===== src/rtl/dual_slope_seq_pkg.sv =====
// Shared types and helpers for the dual-slope ADC conversion sequencer.
//   state_t     : sequencer FSM states
//   OVR_CODE    : all-ones code reported on a de-integrate timeout (sliced to CNT_W)
//   ch_width()  : channel-select width for a given channel count (minimum 1)
//   lowest_set(): index of the lowest set bit of a (zero-extended) channel mask
//   next_set()  : index of the next set bit strictly above a given channel
package dual_slope_seq_pkg;

  typedef enum logic [2:0] {
    IDLE,
    SETTLE,
    INTEGRATE,
    DEINTEGRATE,
    STORE,
    DISCHARGE
  } state_t;

  localparam logic [31:0] OVR_CODE = 32'hFFFF_FFFF;

  typedef struct packed {
    logic       found;
    logic [3:0] idx;
  } ch_search_t;

  function automatic int ch_width(input int n);
    return (n <= 1) ? 1 : $clog2(n);
  endfunction

  // Descending scan so the lowest set bit is the last one written.
  function automatic logic [3:0] lowest_set(input logic [15:0] mask);
    logic [3:0] r;
    r = '0;
    for (int i = 15; i >= 0; i--) begin
      if (mask[i]) r = 4'(i);
    end
    return r;
  endfunction

  function automatic ch_search_t next_set(input logic [15:0] mask, input logic [3:0] cur);
    ch_search_t r;
    r = '0;
    for (int i = 15; i >= 0; i--) begin
      if (mask[i] && (i > int'(cur))) begin
        r.found = 1'b1;
        r.idx   = 4'(i);
      end
    end
    return r;
  endfunction

endpackage


===== src/rtl/dual_slope_seq_if.sv =====
// Control/front-end bundle of the dual-slope sequencer.
//   master : register block + analog front end side (drives trigger, mode, mask,
//            ready, comparator, interrupt clear; observes switches and results)
//   slave  : the sequencer itself
interface dual_slope_seq_if #(
  parameter int N_CH  = 4,
  parameter int CNT_W = 10
);
  import dual_slope_seq_pkg::*;

  localparam int CH_W = ch_width(N_CH);

  logic             trigger_i;
  logic             continuous_i;
  logic [N_CH-1:0]  ch_mask_i;
  logic             analog_ready_i;
  logic             comp_i;
  logic             interrupt_clear_i;
  logic [CH_W-1:0]  ch_sel_o;
  logic             integrate_o;
  logic             deintegrate_o;
  logic             discharge_o;
  logic [CNT_W-1:0] result_o;
  logic [CH_W-1:0]  result_ch_o;
  logic             result_valid_o;
  logic             overrange_o;
  logic             busy_o;
  logic             interrupt_o;

  modport master (
    output trigger_i, continuous_i, ch_mask_i, analog_ready_i, comp_i, interrupt_clear_i,
    input  ch_sel_o, integrate_o, deintegrate_o, discharge_o, result_o, result_ch_o,
           result_valid_o, overrange_o, busy_o, interrupt_o
  );

  modport slave (
    input  trigger_i, continuous_i, ch_mask_i, analog_ready_i, comp_i, interrupt_clear_i,
    output ch_sel_o, integrate_o, deintegrate_o, discharge_o, result_o, result_ch_o,
           result_valid_o, overrange_o, busy_o, interrupt_o
  );

endinterface


===== src/rtl/dual_slope_seq_sync_2ff.sv =====
// Two-flop synchroniser for a single asynchronous level.
//   clk_i : destination clock
//   rst_i : asynchronous active-high reset (both flops load RST_VAL)
//   d_i   : asynchronous input
//   q_o   : synchronised output, two clk_i cycles of latency
module dual_slope_seq_sync_2ff #(
  parameter logic RST_VAL = 1'b0
) (
  input  logic clk_i,
  input  logic rst_i,
  input  logic d_i,
  output logic q_o
);

  logic meta;

  always_ff @(posedge clk_i or posedge rst_i) begin
    if (rst_i) begin
      meta <= RST_VAL;
      q_o  <= RST_VAL;
    end else begin
      meta <= d_i;
      q_o  <= meta;
    end
  end

endmodule


===== src/rtl/dual_slope_seq.sv =====
// Multi-channel dual-slope ADC conversion sequencer.
//   clk_i : system clock
//   rst_i : asynchronous active-high reset
//   bus   : dual_slope_seq_if.slave -- trigger/mode/mask/ready/comparator/irq-clear
//           in; mux select, integrator switches, result stream, busy, interrupt out
//
// state       | meaning
// ------------+-------------------------------------------------------------
// IDLE        | waiting for trigger with a non-zero mask
// SETTLE      | mux switched, waiting for analog_ready
// INTEGRATE   | integrate switch closed for INT_CYCLES clocks
// DEINTEGRATE | reference applied, counting while comparator stays high
// STORE       | one-cycle result strobe
// DISCHARGE   | integrator reset for DISCH_CYCLES clocks, then next channel
module dual_slope_seq
  import dual_slope_seq_pkg::*;
#(
  parameter int CNT_W        = 10,
  parameter int N_CH         = 4,
  parameter int INT_CYCLES   = 255,
  parameter int DISCH_CYCLES = 8
) (
  input  logic             clk_i,
  input  logic             rst_i,
  dual_slope_seq_if.slave  bus
);

  localparam int CH_W   = ch_width(N_CH);
  localparam int DIS_W  = $clog2(DISCH_CYCLES + 1);
  localparam int TMR_W  = (CNT_W > DIS_W) ? CNT_W : DIS_W;
  localparam logic [CNT_W-1:0] CNT_MAX  = OVR_CODE[CNT_W-1:0];
  localparam logic [CNT_W-1:0] CNT_LAST = CNT_MAX - 1'b1;

  state_t           state;
  logic [N_CH-1:0]  mask_q;
  logic [TMR_W-1:0] tmr;
  logic [CNT_W-1:0] cnt;
  logic             comp_s;
  logic [3:0]       first_in;
  ch_search_t       nxt;

  dual_slope_seq_sync_2ff #(.RST_VAL(1'b0)) u_comp_sync (
    .clk_i (clk_i),
    .rst_i (rst_i),
    .d_i   (bus.comp_i),
    .q_o   (comp_s)
  );

  // Lowest channel of the live mask (sweep start) and next channel of the latched mask.
  assign first_in = lowest_set(16'(bus.ch_mask_i));
  assign nxt      = next_set(16'(mask_q), 4'(bus.ch_sel_o));

  always_ff @(posedge clk_i or posedge rst_i) begin
    if (rst_i) begin
      state              <= IDLE;
      mask_q             <= '0;
      tmr                <= '0;
      cnt                <= '0;
      bus.ch_sel_o       <= '0;
      bus.integrate_o    <= 1'b0;
      bus.deintegrate_o  <= 1'b0;
      bus.discharge_o    <= 1'b0;
      bus.result_o       <= '0;
      bus.result_ch_o    <= '0;
      bus.result_valid_o <= 1'b0;
      bus.overrange_o    <= 1'b0;
      bus.busy_o         <= 1'b0;
      bus.interrupt_o    <= 1'b0;
    end else begin
      bus.result_valid_o <= 1'b0;
      // A sweep-done set later in this block overrides the clear.
      if (bus.interrupt_clear_i) bus.interrupt_o <= 1'b0;

      case (state)
        IDLE: begin
          if (bus.trigger_i && (bus.ch_mask_i != '0)) begin
            mask_q       <= bus.ch_mask_i;
            bus.ch_sel_o <= CH_W'(first_in);
            bus.busy_o   <= 1'b1;
            state        <= SETTLE;
          end
        end

        SETTLE: begin
          if (bus.analog_ready_i) begin
            bus.integrate_o <= 1'b1;
            tmr             <= TMR_W'(INT_CYCLES - 1);
            state           <= INTEGRATE;
          end
        end

        INTEGRATE: begin
          if (tmr == '0) begin
            bus.integrate_o   <= 1'b0;
            bus.deintegrate_o <= 1'b1;
            cnt               <= '0;
            state             <= DEINTEGRATE;
          end else begin
            tmr <= tmr - 1'b1;
          end
        end

        // Raw count includes the synchroniser latency.
        DEINTEGRATE: begin
          if (!comp_s) begin
            bus.deintegrate_o  <= 1'b0;
            bus.result_o       <= cnt;
            bus.result_ch_o    <= bus.ch_sel_o;
            bus.overrange_o    <= 1'b0;
            bus.result_valid_o <= 1'b1;
            state              <= STORE;
          end else if (cnt == CNT_LAST) begin
            bus.deintegrate_o  <= 1'b0;
            bus.result_o       <= CNT_MAX;
            bus.result_ch_o    <= bus.ch_sel_o;
            bus.overrange_o    <= 1'b1;
            bus.result_valid_o <= 1'b1;
            state              <= STORE;
          end else begin
            cnt <= cnt + 1'b1;
          end
        end

        STORE: begin
          bus.discharge_o <= 1'b1;
          tmr             <= TMR_W'(DISCH_CYCLES - 1);
          state           <= DISCHARGE;
        end

        DISCHARGE: begin
          if (tmr == '0) begin
            bus.discharge_o <= 1'b0;
            if (nxt.found) begin
              bus.ch_sel_o <= CH_W'(nxt.idx);
              state        <= SETTLE;
            end else begin
              bus.interrupt_o <= 1'b1;
              if (bus.continuous_i && (bus.ch_mask_i != '0)) begin
                mask_q       <= bus.ch_mask_i;
                bus.ch_sel_o <= CH_W'(first_in);
                state        <= SETTLE;
              end else begin
                bus.busy_o <= 1'b0;
                state      <= IDLE;
              end
            end
          end else begin
            tmr <= tmr - 1'b1;
          end
        end

        default: state <= IDLE;
      endcase
    end
  end

endmodule


===== src/flat_wrapper.sv =====
// flat-port wrapper written by rule: the top's interface ports become plain ports
module dual_slope_seq_flat import dual_slope_seq_pkg::*;
#(
  parameter int CNT_W        = 10,
  parameter int N_CH         = 4,
  parameter int INT_CYCLES   = 255,
  parameter int DISCH_CYCLES = 8
)
  (clk_i, rst_i, bus_trigger_i, bus_continuous_i, bus_ch_mask_i, bus_analog_ready_i, bus_comp_i, bus_interrupt_clear_i, bus_ch_sel_o, bus_integrate_o, bus_deintegrate_o, bus_discharge_o, bus_result_o, bus_result_ch_o, bus_result_valid_o, bus_overrange_o, bus_busy_o, bus_interrupt_o);
  dual_slope_seq_if #(.N_CH(N_CH), .CNT_W(CNT_W)) bus_i ();
  input  logic clk_i;
  input  logic rst_i;
  input wire logic [$bits(bus_i.trigger_i)-1:0] bus_trigger_i;
  input wire logic [$bits(bus_i.continuous_i)-1:0] bus_continuous_i;
  input wire logic [$bits(bus_i.ch_mask_i)-1:0] bus_ch_mask_i;
  input wire logic [$bits(bus_i.analog_ready_i)-1:0] bus_analog_ready_i;
  input wire logic [$bits(bus_i.comp_i)-1:0] bus_comp_i;
  input wire logic [$bits(bus_i.interrupt_clear_i)-1:0] bus_interrupt_clear_i;
  output wire logic [$bits(bus_i.ch_sel_o)-1:0] bus_ch_sel_o;
  output wire logic [$bits(bus_i.integrate_o)-1:0] bus_integrate_o;
  output wire logic [$bits(bus_i.deintegrate_o)-1:0] bus_deintegrate_o;
  output wire logic [$bits(bus_i.discharge_o)-1:0] bus_discharge_o;
  output wire logic [$bits(bus_i.result_o)-1:0] bus_result_o;
  output wire logic [$bits(bus_i.result_ch_o)-1:0] bus_result_ch_o;
  output wire logic [$bits(bus_i.result_valid_o)-1:0] bus_result_valid_o;
  output wire logic [$bits(bus_i.overrange_o)-1:0] bus_overrange_o;
  output wire logic [$bits(bus_i.busy_o)-1:0] bus_busy_o;
  output wire logic [$bits(bus_i.interrupt_o)-1:0] bus_interrupt_o;
  assign bus_i.trigger_i = bus_trigger_i;
  assign bus_i.continuous_i = bus_continuous_i;
  assign bus_i.ch_mask_i = bus_ch_mask_i;
  assign bus_i.analog_ready_i = bus_analog_ready_i;
  assign bus_i.comp_i = bus_comp_i;
  assign bus_i.interrupt_clear_i = bus_interrupt_clear_i;
  assign bus_ch_sel_o = bus_i.ch_sel_o;
  assign bus_integrate_o = bus_i.integrate_o;
  assign bus_deintegrate_o = bus_i.deintegrate_o;
  assign bus_discharge_o = bus_i.discharge_o;
  assign bus_result_o = bus_i.result_o;
  assign bus_result_ch_o = bus_i.result_ch_o;
  assign bus_result_valid_o = bus_i.result_valid_o;
  assign bus_overrange_o = bus_i.overrange_o;
  assign bus_busy_o = bus_i.busy_o;
  assign bus_interrupt_o = bus_i.interrupt_o;
  dual_slope_seq #(.CNT_W(CNT_W), .N_CH(N_CH), .INT_CYCLES(INT_CYCLES), .DISCH_CYCLES(DISCH_CYCLES)) u_core (.clk_i(clk_i), .rst_i(rst_i), .bus(bus_i));
endmodule

===== config.mk =====
export PLATFORM = sky130hd
export DESIGN_NAME = dual_slope_seq_flat
export DESIGN_NICKNAME = d
export VERILOG_FILES = /design/src/rtl/dual_slope_seq_pkg.sv /design/src/rtl/dual_slope_seq_if.sv /design/src/rtl/dual_slope_seq_sync_2ff.sv /design/src/rtl/dual_slope_seq.sv /design/src/flat_wrapper.sv
export SDC_FILE = /design/constraint.sdc
export NUM_CORES = 1
export LEC_CHECK = 0
export BUFFER_PORTS_ARGS = -buffer_cell sky130_fd_sc_hd__buf_2
export CAP_MARGIN = 20
export CORE_ASPECT_RATIO = 0.6
export CORE_MARGIN = 2
export CORE_UTILIZATION = 55
export CTS_CLUSTER_SIZE = 40
export DETAILED_ROUTE_END_ITERATION = 10
export PLACE_DENSITY = 0.85
export SETUP_SLACK_MARGIN = 0.15
export SYNTH_ARGS = -nofsm -noshare
export SYNTH_HDL_FRONTEND = slang
export SYNTH_HIERARCHICAL = 1
export SYNTH_SLANG_ARGS = --single-unit

===== constraint.sdc =====
create_clock -name clk_i -period 4.7 [get_ports clk_i]
set_clock_uncertainty 0.1 [all_clocks]
set_input_delay 0.235 -clock clk_i [delete_from_list [all_inputs] [get_ports clk_i]]
set_output_delay 0.235 -clock clk_i [all_outputs]
set_load 0.005 [all_outputs]

Word-level counts from Yosys, hierarchy flattened
Cells that the tools add are included.
{ "word_totals": {"register_bits": 50, "latchBits": 0, "ram_bits": 0, "mem_bits_ro": 0, "inputBits": 11, "output_inout_bits": 21, "word_cells": 123, "n_memories": 0} }
{ "classes": {"addsub": 2, "multipliers": 0, "div_mod_pow": 0, "magnitude_cmp": 3, "eq_ne": 19, "shift": 0, "muxes": 59, "n_bitwise": 0, "reduce_logical": 24} }
{ "ops": {"columns": ["op", "count"], "rows": [
  ["2-to-1 mux 10 bit", 7],
  ["one-hot mux 10 bit (3 select lines)", 1],
  ["2-to-1 mux 3 bit", 7],
  ["2-to-1 mux 2 bit", 10],
  ["one-hot mux 10 bit (2 select lines)", 1],
  ["2-to-1 mux 1 bit", 19],
  ["one-hot mux 3 bit (6 select lines)", 1],
  ["2-to-1 mux 4 bit", 4],
  ["2-to-1 mux 5 bit", 3],
  ["AND reduction 5 bit", 3],
  ["inequality test 2 bit (second input constant)", 6],
  ["adder 10 x 1 -> 10 bit (second input constant)", 1],
  ["equality test 10 bit (second input constant)", 1],
  ["zero test 10 bit", 1],
  ["inequality test 2 x 1 -> 1 bit (second input constant)", 5],
  ["subtractor 10 x 1 -> 10 bit (second input constant)", 1],
  ["AND reduction 3 bit", 3],
  ["one-hot mux 1 bit (2 select lines)", 4],
  ["one-hot mux 4 bit (2 select lines)", 1],
  ["AND reduction 4 bit", 2],
  ["nonzero test 2 bit", 4],
  ["equality test 3 x 2 -> 1 bit (second input constant)", 2],
  ["equality test 3 bit (second input constant)", 2],
  ["logical AND 1 bit", 5],
  ["11 further kinds", 13]
]} }

Longest topological paths before layout
Gate-level depths: netlist of run 1.
{ "logic_depth": {"ltp_word": 8, "ltp_mapped": 7, "ltp_nobuf": 7} }

Hierarchy
Netlist of run 1, hierarchy kept.
{ "by_module_without_submodules": {"columns": ["mod", "instances", "cells_per_inst", "area_each_um2", "seq_area_each_um2"], "rows": [
  ["dual_slope_seq", 1, 245, 2417.3, 1176.1],
  ["dual_slope_seq_sync_2ff", 1, 3, 53.8, 50.0]
]} }

Worst setup path before layout of run 1
Ideal clock, no wire load.
{ "synth_path": {"path_type": "register -> register", "startpoint": "register u_core.tmr[0]", "endpoint": "register u_core.mask_q[1]", "setup_ps": 128, "arrival_ps": 2058, "path_slack_ps": 2415, "path_stages_with_launch": 8, "period_less_slack_ps": 2285, "cell_sequence": "dfrtp_1 inv_1 ha_1 nor2b_1 nand2_1 or4_4 o21ai_4 mux2_1"} }
{ "synth_between": {"elab_chain_len": 3} }
{ "synth_lines": {"columns": ["item", "line_no", "rtl"], "rows": [
  ["from (decl)", "dual_slope_seq.sv:36", "logic [TMR_W-1:0] tmr;"],
  ["from (signal assigned)", "dual_slope_seq.sv:87", "tmr <= TMR_W'(INT_CYCLES - 1);"],
  ["from (signal assigned)", "dual_slope_seq.sv:99", "tmr <= tmr - 1'b1;"],
  ["from (signal assigned)", "dual_slope_seq.sv:126", "tmr <= TMR_W'(DISCH_CYCLES - 1);"],
  ["zero test 10 bit", "dual_slope_seq.sv:131", "if (tmr == '0) begin"],
  ["inequality test 2 x 1 -> 1 bit (no line)", null, null],
  ["AND reduction 5 bit (no line)", null, null],
  ["to (signal assigned)", "dual_slope_seq.sv:77", "mask_q <= bus.ch_mask_i;"],
  ["to (signal assigned)", "dual_slope_seq.sv:139", "mask_q <= bus.ch_mask_i;"],
  ["to (decl)", "dual_slope_seq.sv:35", "logic [N_CH-1:0] mask_q;"]
]} }
Every way passes these cells.
A chain may end at the register's enable or synchronous reset.

Final worst setup path of run 1
{ "layout_path": {"startpoint": "register u_core.tmr[5]", "endpoint": "register u_core.bus.ch_sel_o[1]"} }
{ "layout_between": {"elab_chain_len": 3} }
{ "layout_lines": {"columns": ["item", "line_no", "rtl"], "rows": [
  ["zero test 10 bit", "dual_slope_seq.sv:131", null],
  ["inequality test 2 x 1 -> 1 bit (no line)", null, null],
  ["AND reduction 4 bit (no line)", null, null],
  ["to (signal assigned)", "dual_slope_seq.sv:78", "bus.ch_sel_o <= CH_W'(first_in);"],
  ["to (signal assigned)", "dual_slope_seq.sv:134", "bus.ch_sel_o <= CH_W'(nxt.idx);"],
  ["to (signal assigned)", "dual_slope_seq.sv:140", "bus.ch_sel_o <= CH_W'(first_in);"],
  ["to (decl)", "dual_slope_seq_if.sv:38", "output ch_sel_o, integrate_o, deintegrate_o, discharge_o, result_o, result_ch_o,"]
]} }
Every way passes these cells.

==> results of run 1 <==
Yosys cell counts, types with 2 or more instances:
cell,n
a21oi_1,13
a221oi_1,2
a31oi_1,10
and2_1,2
and3_1,4
and4_1,2
buf_2,2
clkbuf_1,6
dfrtp_1,49
ha_1,4
inv_1,12
mux2_1,3
mux2_2,4
nand2_1,20
nand2b_1,5
nand3_1,8
nand3b_1,3
nand4_1,4
nor2_1,21
nor2b_1,2
nor3_1,6
o21a_1,3
o21ai_0,16
o22a_1,10
o31ai_1,4
o32a_1,2
or3_1,2
or4_1,2
or4_4,2
xor2_1,6
sequential cells by signal (all words and copies together) (netlist names):
register                   cells
u_core/bus.busy_o              1
u_core/tmr                    10
u_core/bus.result_o           10
u_core/u_comp_sync/meta        1
u_core/state                   3
u_core/bus.interrupt_o         1
u_core/u_comp_sync/q_o         1
u_core/bus.ch_sel_o            2
u_core/bus.overrange_o         1
u_core/bus.deintegrate_o       1
u_core/mask_q                  3
u_core/bus.result_ch_o         2
u_core/bus.result_valid_o      1
u_core/bus.discharge_o         1
u_core/cnt                    10
u_core/bus.integrate_o         1
worst max-delay path, delay by kind of cell (launching register included):
family / cells / cell delay [ps]
flip-flops: 1 / 440
AO/OA/AOI/OAI: 1 / 430
AND/OR/NAND/NOR: 2 / 1020
multiplexers: 1 / 380
layout make-up:
class	instances	area [um2]	share of cell area, %
inverters	12	45.0	1.58
clock inverters	3	68.8	2.41
clock buffers	5	68.8	2.41
flip-flops and latches	49	1230	43.0
well taps	60	75.1	2.63
multi-input cells	179	1170	40.9
repair buffers	35	203	7.10
power groups by stage:
stage                     clock (mW)  combinational [mW]  sequential [mW]
final                          0.356               0.599            0.718
after global routing           0.380               0.669            0.745
after CTS                      0.366               0.597            0.715
after detailed placement           0               0.590            0.724
after global placement             0               0.571            0.711
after floorplan                    0               0.457            0.670
what timing repair did:
item / 4_1_cts / 5_1_grt
hold buffers: 2 / 0
hold endpoints to repair: 3 / 0
setup buffers: 0 / 0
stage by stage:
step                hold slack [ps]  util [%]
CTS                            1.41      67.3
floorplan                      -124         -
finish                         9.27      67.8
global route                   15.1      67.8
global placement               2.25      63.5
detailed placement             11.0      63.5
logic make-up after synthesis:
logic type | count (synthesis) | share of synthesized area, %
mux | 7 | 3.19
flops | 49 | 49.6
simple gates | 91 | 20.4
xor+xnor | 6 | 2.13
fa+ha+maj | 4 | 2.03
compound gates | 71 | 19.5
buf+inv | 20 | 3.14
layer usage:
| layer | GRT usage (%) | up-vias | wire length [um] |
|---|---|---|---|
| met5 | 0 | - | 0 |
| met4 | 6.15 | 0 | 38 |
| met3 | 4.74 | 5 | 431 |
| met2 | 29.5 | 82 | 2270 |
| met1 | 35.3 | 990 | 2710 |
| li1 | - | 982 | - |
final timing paths:
check                                         from                       to  slack [ps]  depth (start not counted)
max reg2reg                          u_core/tmr[5]   u_core/bus.ch_sel_o[1]        2220                          4
min reg2reg                u_core/u_comp_sync/meta   u_core/u_comp_sync/q_o         280                          0
max in group asynchronous                    rst_i         u_core/mask_q[3]        3760                          4
min                          bus_interrupt_clear_i   u_core/bus.interrupt_o           9                          2
min in group asynchronous                    rst_i  u_core/u_comp_sync/meta         230                          3
max                                  u_core/tmr[5]   u_core/bus.ch_sel_o[1]        2220                          4
==> impl_metrics.yaml, run 1 <==
critical_path:
  max_stage_delay_ps: 690
  crit_slowest_cell: "nor4_1"
  arrival_ps: 2570
  critPathMaxFanout: 10
  crit_chain: "nor4_1 > nand3_2 > o31ai_1 > mux2_2"
  start_kind: "flip-flop"
  crit_type: "flip-flop to flip-flop"
  cp_data_required_time_ps: 4790
  crit_path_end_kind: "flip-flop"
grt:
  grt_pass1_vias: 1839
  overflow: 0
  grt_max_degree: 48
  track_usage_pct: 22.0
  antenna_found_initial: 0
  grt_pass1_wl_um: 8920
power_and_ir_drop:
  p_comb_share_pct: 35.8
  p_per_area_nw_per_um2: 586
  clock_power_share_pct: 21.3
  seqPwrFrac_pct: 42.9
  swShare_pct: 37.5
  p_switching_uw: 627
  p_int_mw: 1.05
  peakVddDrop_v: 0.000251
  p_leak_nw: 1.28
  total_power_mw: 1.67
routing:
  first_pass_iters: 4
  wl_per_cell_um: 15.9
  postRouteAntennaNets: 0
  drc: 0
  vias: 2059
  wl_um: 5450
  drt_iter0_markers: 190
  via_per_inst: 6.00
sta:
  slew-limit-headroom_pct: 49.4
  setup_viol: 0
  min_period_ps: 2480
  slew_viol_final: 0
  max_slew.worst_pin.slew_ps: 752
  final.setup.worst_slack_ps: 2220
  finalCritPeriodShare_pct: 52.8
  hold_viol_final: 0
  rsz0062_at_grt: "false"
  fin_setup_tns_ps: 0
  max_freq_mhz: 403
place:
  gp_congestion: 0.903
  dp_cells: 332
  numPortBuffers: 31
  dpl_worst_slack_ps: 2250
  dp_hpwl_um: 3860
  placed_cell_area_um2: 2680
yosys:
  synthFlopType: "dfrtp_1"
  syn_nets: 263
  synth_edf_count: 0
  synthCells: 248
  ys_seq_area_share_pct: 49.6
  yosysTopAreaCell: "dfrtp_1"
  synth_cell_types: 49
  ys_top_cells_by_area: "dfrtp_1 50%, o22a_1 3.5%, o21ai_0 3.2%, nor2_1 3.2%, nand2_1 3.0%"
  syn_area_per_cell_um2: 9.96
  post_synth_instance_area_um2: 2470
  async_flop_share_pct: 100
  ys_warn_count: 6
  synth_top_cell_area_share_pct: 49.6
  synth_seq_cells: 49
finish:
  fin_area_um2: 2850
  final_common_cell: "dfrtp_1"
  antenna_cells: 0
  nets: 297
  n_fill_cell: 341
  layout_common_cells: "49 x dfrtp_1, 31 x buf_2, 21 x nor2_1"
  final_cells: 343
  area.growth.synth_to_final_pct: 15.5
  drive_gt1_share_pct: 19.8
clock_tree:
  cts_resized: 0
  cts_buffers: 5
  path_clk_slew_ps: 90
  clock_latency_ps: 300
  ctsRootBufferMaster: "clkbuf_8"
  h-tree-depth: 2
  tritoncts: "built"
  clockBufferDepth: 2
  cts_sinks: 49
floorplanning:
  fp.dieArea_um2: 5060
  rows: 18
  die_h_um: 55.9
  io_pins: 32
  fp.coreArea_um2: 4210
  die_x_um: 90.5
  initial_core_util_pct: 58.7
run_status:
  status: "completed"
hold_path:
  holdCritPathClass: "primary input to flip-flop"
job:
  drv_cap: 0
(Power assumes the default switching activity.)
==> run 2: changes to the inputs <==
Clock period 4.7 ns to 2.5 ns, I/O delays scaled along.
==> run 2 against run 1 <==
Worst hold slack improved by 71 ps. Die area is the same. Sequential share of layout area decreased by 1.7 points. Clock power up 37%. Power grew 88%. Maximum frequency grew 8.4%. Final area up 4.3%. Sequential power rose by 82%. Critical path depth did not move. Sequential cell count unchanged. Combinational power grew 130%. Count of clock-buffer cells in the layout did not move. Critical path type unchanged.
==> impl_metrics.yaml, run 2 (synthesized netlist as in run 1, its figures left out) <==
run_status:
  status: "completed"
floorplanning:
  die_x_um: 90.5
  fp.coreArea_um2: 4210
  initial_core_util_pct: 58.7
  die_h_um: 55.9
  io_pins: 32
  fp.dieArea_um2: 5060
  rows: 18
grt:
  antenna_found_initial: 0
  grt_max_degree: 48
  grt_pass1_wl_um: 9780
  grt_pass1_vias: 2009
  overflow: 0
  track_usage_pct: 24.5
sta:
  finalCritPeriodShare_pct: 91.5
  final.setup.worst_slack_ps: 212
  max_slew.worst_pin.slew_ps: 948
  setup_viol: 0
  fin_setup_tns_ps: 0
  slew-limit-headroom_pct: 36.7
  fin_hold_ws_ps: 80.6
  slew_viol_final: 0
  min_period_ps: 2290
  rsz0062_at_grt: "false"
  max_freq_mhz: 437
  hold_viol_final: 0
routing:
  wl_um: 5890
  wl_met3_um: 386
  wl_met2_um: 2570
  first_pass_iters: 4
  highest-signal-layer: "met4"
  met1Wirelength_um: 2870
  via_per_inst: 5.98
  drt_iter0_markers: 175
  wl_per_cell_um: 16.3
  vias: 2163
  drc: 0
  postRouteAntennaNets: 0
finish:
  final_common_cell: "dfrtp_1"
  reg_top3: "u_core/bus.result_o (10), u_core/cnt (10), u_core/tmr (10)"
  layout_common_cells: "48 x dfrtp_1, 31 x buf_2, 21 x nor2_1"
  area.growth.synth_to_final_pct: 20.4
  n_fill_cell: 302
  drive_gt1_share_pct: 25.8
  nets: 316
  final_util_pct: 70.6
  antenna_cells: 0
critical_path:
  reg2regPathDepth: 4
  crit_path_end_kind: "flip-flop"
  crit-reg2reg-launch: "u_core/tmr[6]"
  arrival_ps: 2390
  cp_data_required_time_ps: 2600
  crit_type: "flip-flop to flip-flop"
  start_kind: "flip-flop"
  critPathMaxFanout: 3
  timing.rr.end: "u_core/mask_q[2]"
  reg2reg_slack_ps: 210
power_and_ir_drop:
  p_leak_nw: 1.36
  peakVddDrop_v: 0.000568
  p_per_area_nw_per_um2: 1060
  total_power_mw: 3.15
clock_tree:
  tritoncts: "built"
  clock_latency_ps: 310
  clockBufferDepth: 2
  cts_sinks: 49
  h-tree-depth: 2
  path_clk_slew_ps: 90
  cts_buffers: 5
  ctsRootBufferMaster: "clkbuf_8"
hold_path:
  whs_endpoint: "u_core/state[1]"
  holdCritPathClass: "primary input to flip-flop"
  hold_depth: 3
  hp-start: "bus_analog_ready_i"
place:
  dp_hpwl_um: 4220
  numPortBuffers: 31
  dpl_worst_slack_ps: 70.4
  gp_congestion: 0.890
job:
  drv_cap: 0
-- run 2: cell types whose count changed in the layout (fill, tap and decap cells not counted), sizes merged --
cell	delta
inv	+1
bufinv	-2
dlygate4sd3	+4
buf	+15
clkinvlp	+1
-- run 2: area by class of cell --
| cell class | instances | area, um2 | share of cell area (%) |
|---|---|---|---|
| repair buffers | 54 | 343 | 11.5 |
| flip-flops and latches | 49 | 1230 | 41.3 |
| clock inverters | 3 | 25.0 | 0.841 |
| clock buffers | 5 | 68.8 | 2.31 |
| multi-input cells | 179 | 1190 | 40.0 |
| inverters | 12 | 45.0 | 1.51 |
| well taps | 60 | 75.1 | 2.52 |
-- run 2: per-layer routing --
| metal | track usage [%] | up-vias |
|---|---|---|
| met5 | 0 | - |
| met4 | 8.57 | 0 |
| met3 | 5.96 | 9 |
| met2 | 36.2 | 85 |
| met1 | 35.4 | 1049 |
| li1 | - | 1020 |
-- run 2: report_power, final --
| group | switching, mW | internal, mW |
|---|---|---|
| Clock | 0.285 | 0.204 |
| Sequential | 0.260 | 1.05 |
| Combinational | 0.703 | 0.650 |
| Total | 1.25 | 1.90 |
-- run 2: critical path, stage by stage (launching register included) --
cell and delay, ps:
dfrtp_2 430, or4_4 540, or4_4 580, o21ai_4 210
mux2_4 320
-- run 2: through the flow --
stage                     cell area [um2]  instances
after floorplan                      2470        248
after global routing                 2980        362
after CTS                            2930        358
final                                2980        362
after global placement               2760        343
after detailed placement             2760        343
-- run 2: repair_timing --
item,4_1_cts,5_1_grt
gates resized for setup,3,5
hold endpoints to repair,54,0
hold buffers,6,0
setup buffers,1,4
pin swaps,0,3
endpoints found under the setup margin,3,3
-- run 2: how the worst max path moves through the flow --
| stage | to | slack, ps | startpoint | depth (start not counted) |
|---|---|---|---|---|
| floorplan | u_core/mask_q[1] | 210 | u_core/tmr[0] | 7 |
| global placement | u_core/mask_q[1] | 190 | u_core/tmr[1] | 7 |
| detailed placement | u_core/mask_q[3] | 70 | u_core/tmr[1] | 7 |
| CTS | u_core/mask_q[3] | 160 | u_core/tmr[6] | 4 |
| global route | u_core/mask_q[2] | 140 | u_core/tmr[1] | 7 |
| finish | u_core/mask_q[2] | 210 | u_core/tmr[6] | 4 |
==> run 3: changes to the inputs <==
Settings changed: HOLD_SLACK_MARGIN set to 0.12.
==> run 3 against run 2 <==
Largest power group unchanged. Cell count grew 0.55%. Critical path depth is the same. Utilization grew 0.48 points. Worst hold slack gained 41 ps. Combinational power is essentially flat. Sequential cell count is the same. Power is essentially flat. Sequential power is essentially flat. Register-to-register slack is essentially flat. Non-clock buffer count grew 2. Clock power is essentially flat. First-iteration DRC count grew 33%.
==> impl_metrics.yaml, run 3 (synthesized netlist as in run 1, its figures left out) <==
run_status:
  status: "completed"
finish:
  layout_common_cells: "48 x dfrtp_1, 31 x buf_2, 21 x nor2_1"
  final_util_pct: 71.1
  drive_gt1_share_pct: 25.7
  final_common_cell: "dfrtp_1"
  nets: 318
  antenna_cells: 0
  area.growth.synth_to_final_pct: 21.2
  n_fill_cell: 301
  reg_top3: "u_core/bus.result_o (10), u_core/cnt (10), u_core/tmr (10)"
clock_tree:
  path_clk_slew_ps: 90
  ctsRootBufferMaster: "clkbuf_8"
  cts_sinks: 49
  tritoncts: "built"
  clock_latency_ps: 310
  h-tree-depth: 2
  clockBufferDepth: 2
  cts_buffers: 5
sta:
  hold_viol_final: 0
  slew_viol_final: 0
  setup_viol: 0
  max_freq_mhz: 437
  min_period_ps: 2290
  rsz0062_at_grt: "false"
  slew-limit-headroom_pct: 37.0
  max_slew.worst_pin.slew_ps: 943
  fin_setup_tns_ps: 0
  finalCritPeriodShare_pct: 91.6
grt:
  overflow: 0
  grt_pass1_wl_um: 9850
  antenna_found_initial: 0
  grt_max_degree: 48
  grt_pass1_vias: 2029
  track_usage_pct: 24.7
floorplanning:
  fp.dieArea_um2: 5060
  rows: 18
  die_h_um: 55.9
  initial_core_util_pct: 58.7
  die_x_um: 90.5
  fp.coreArea_um2: 4210
  io_pins: 32
routing:
  vias: 2173
  met1Wirelength_um: 2840
  drt_iter0_markers: 232
  via_per_inst: 5.97
  wl_per_cell_um: 16.2
  highest-signal-layer: "met4"
  drc: 0
  first_pass_iters: 4
  postRouteAntennaNets: 0
  wl_met3_um: 387
  wl_met2_um: 2620
  wl_um: 5900
place:
  dp_hpwl_um: 4220
  gp_congestion: 0.890
  numPortBuffers: 31
power_and_ir_drop:
  p_per_area_nw_per_um2: 1050
  peakVddDrop_v: 0.000565
  seqPwrFrac_pct: 41.5
  p_switching_mw: 1.25
  swShare_pct: 39.6
  p_comb_share_pct: 43.0
  clock_power_share_pct: 15.5
  p_leak_nw: 1.36
  p_int_mw: 1.90
critical_path:
  crit_slowest_cell: "or4_4"
  critPathMaxFanout: 3
  crit_type: "flip-flop to flip-flop"
  cp_num_buf_inv: 0
  crit_chain: "or4_4 > or4_4 > o21ai_4 > mux2_4"
  crit_top_cell: "or4_4"
  timing.rr.end: "u_core/mask_q[2]"
  path_delay_family: "simple AND/OR/NAND/NOR gates"
  worst-path-stages: 4
  max_stage_delay_ps: 580
  crit-reg2reg-launch: "u_core/tmr[6]"
  start_kind: "flip-flop"
  reg2reg_slack_ps: 210
  reg2regPathDepth: 4
  arrival_ps: 2390
  cp_data_required_time_ps: 2600
  crit_path_end_kind: "flip-flop"
hold_path:
  holdCritPathClass: "primary input to flip-flop"
  whs_endpoint: "u_core/bus.busy_o"
  hold_depth: 4
  hp-start: "bus_continuous_i"
job:
  drv_cap: 0
run 3: cell types whose count changed in the layout (fill, tap and decap cells not counted):
cell           before  now
dlygate4sd3_1       6    8
run 3: area by class of cell:
type | instances | area, um2 | area share, %
inverters | 12 | 45.0 | 1.50
well taps | 60 | 75.1 | 2.51
flip-flops and latches | 49 | 1230 | 41.0
clock buffers | 5 | 68.8 | 2.30
repair buffers | 56 | 363 | 12.1
multi-input cells | 179 | 1190 | 39.8
clock inverters | 3 | 25.0 | 0.835
run 3: repair_timing:
item,4_1_cts,5_1_grt
endpoints found under the setup margin,3,3
resized for setup,3,5
hold buffers,8,0
buffers inserted,1,4
pin swaps,0,3
endpoints found under the hold margin,56,0
run 3: through the flow:
stage               instances  setup WS (ps)  hold slack, ps  power [mW]  area [um2]
floorplan                 248            215            -234        2.12        2470
global placement          343            187            -107        2.48        2760
detailed placement        343           70.4            -103        2.55        2760
CTS                       360            156             122        3.07        2950
global route              364            137             193        3.37        3000
finish                    364            211             122        3.15        3000
run 3: worst reg2reg max path, stage by stage (launching register included):
cell and delay, ps:
dfrtp_2 430, or4_4 540, or4_4 580, o21ai_4 210, mux2_4 320
run 3: worst max-delay path by stage:
stage / startpoint / endpoint / slack [ps]
finish: u_core/tmr[6] / u_core/mask_q[2] / 210
CTS: u_core/tmr[6] / u_core/mask_q[3] / 160
global route: u_core/tmr[1] / u_core/mask_q[2] / 140
global placement: u_core/tmr[1] / u_core/mask_q[1] / 190
detailed placement: u_core/tmr[1] / u_core/mask_q[3] / 70
floorplan: u_core/tmr[0] / u_core/mask_q[1] / 210
run 3: power groups by stage:
stage / sequential, mW / combinational (mW) / clock [mW]
after detailed placement: 1.33 / 1.22 / 0
final: 1.31 / 1.35 / 0.488
after CTS: 1.31 / 1.26 / 0.500
after global routing: 1.35 / 1.49 / 0.532
after global placement: 1.30 / 1.18 / 0
after floorplan: 1.26 / 0.860 / 0
run 3: per-layer routing:
| metal | vias up | global-route usage [%] |
|---|---|---|
| met5 | - | 0 |
| met2 | 90 | 36.8 |
| met1 | 1053 | 35.4 |
| met4 | 0 | 8.57 |
| met3 | 7 | 5.96 |
| li1 | 1023 | - |
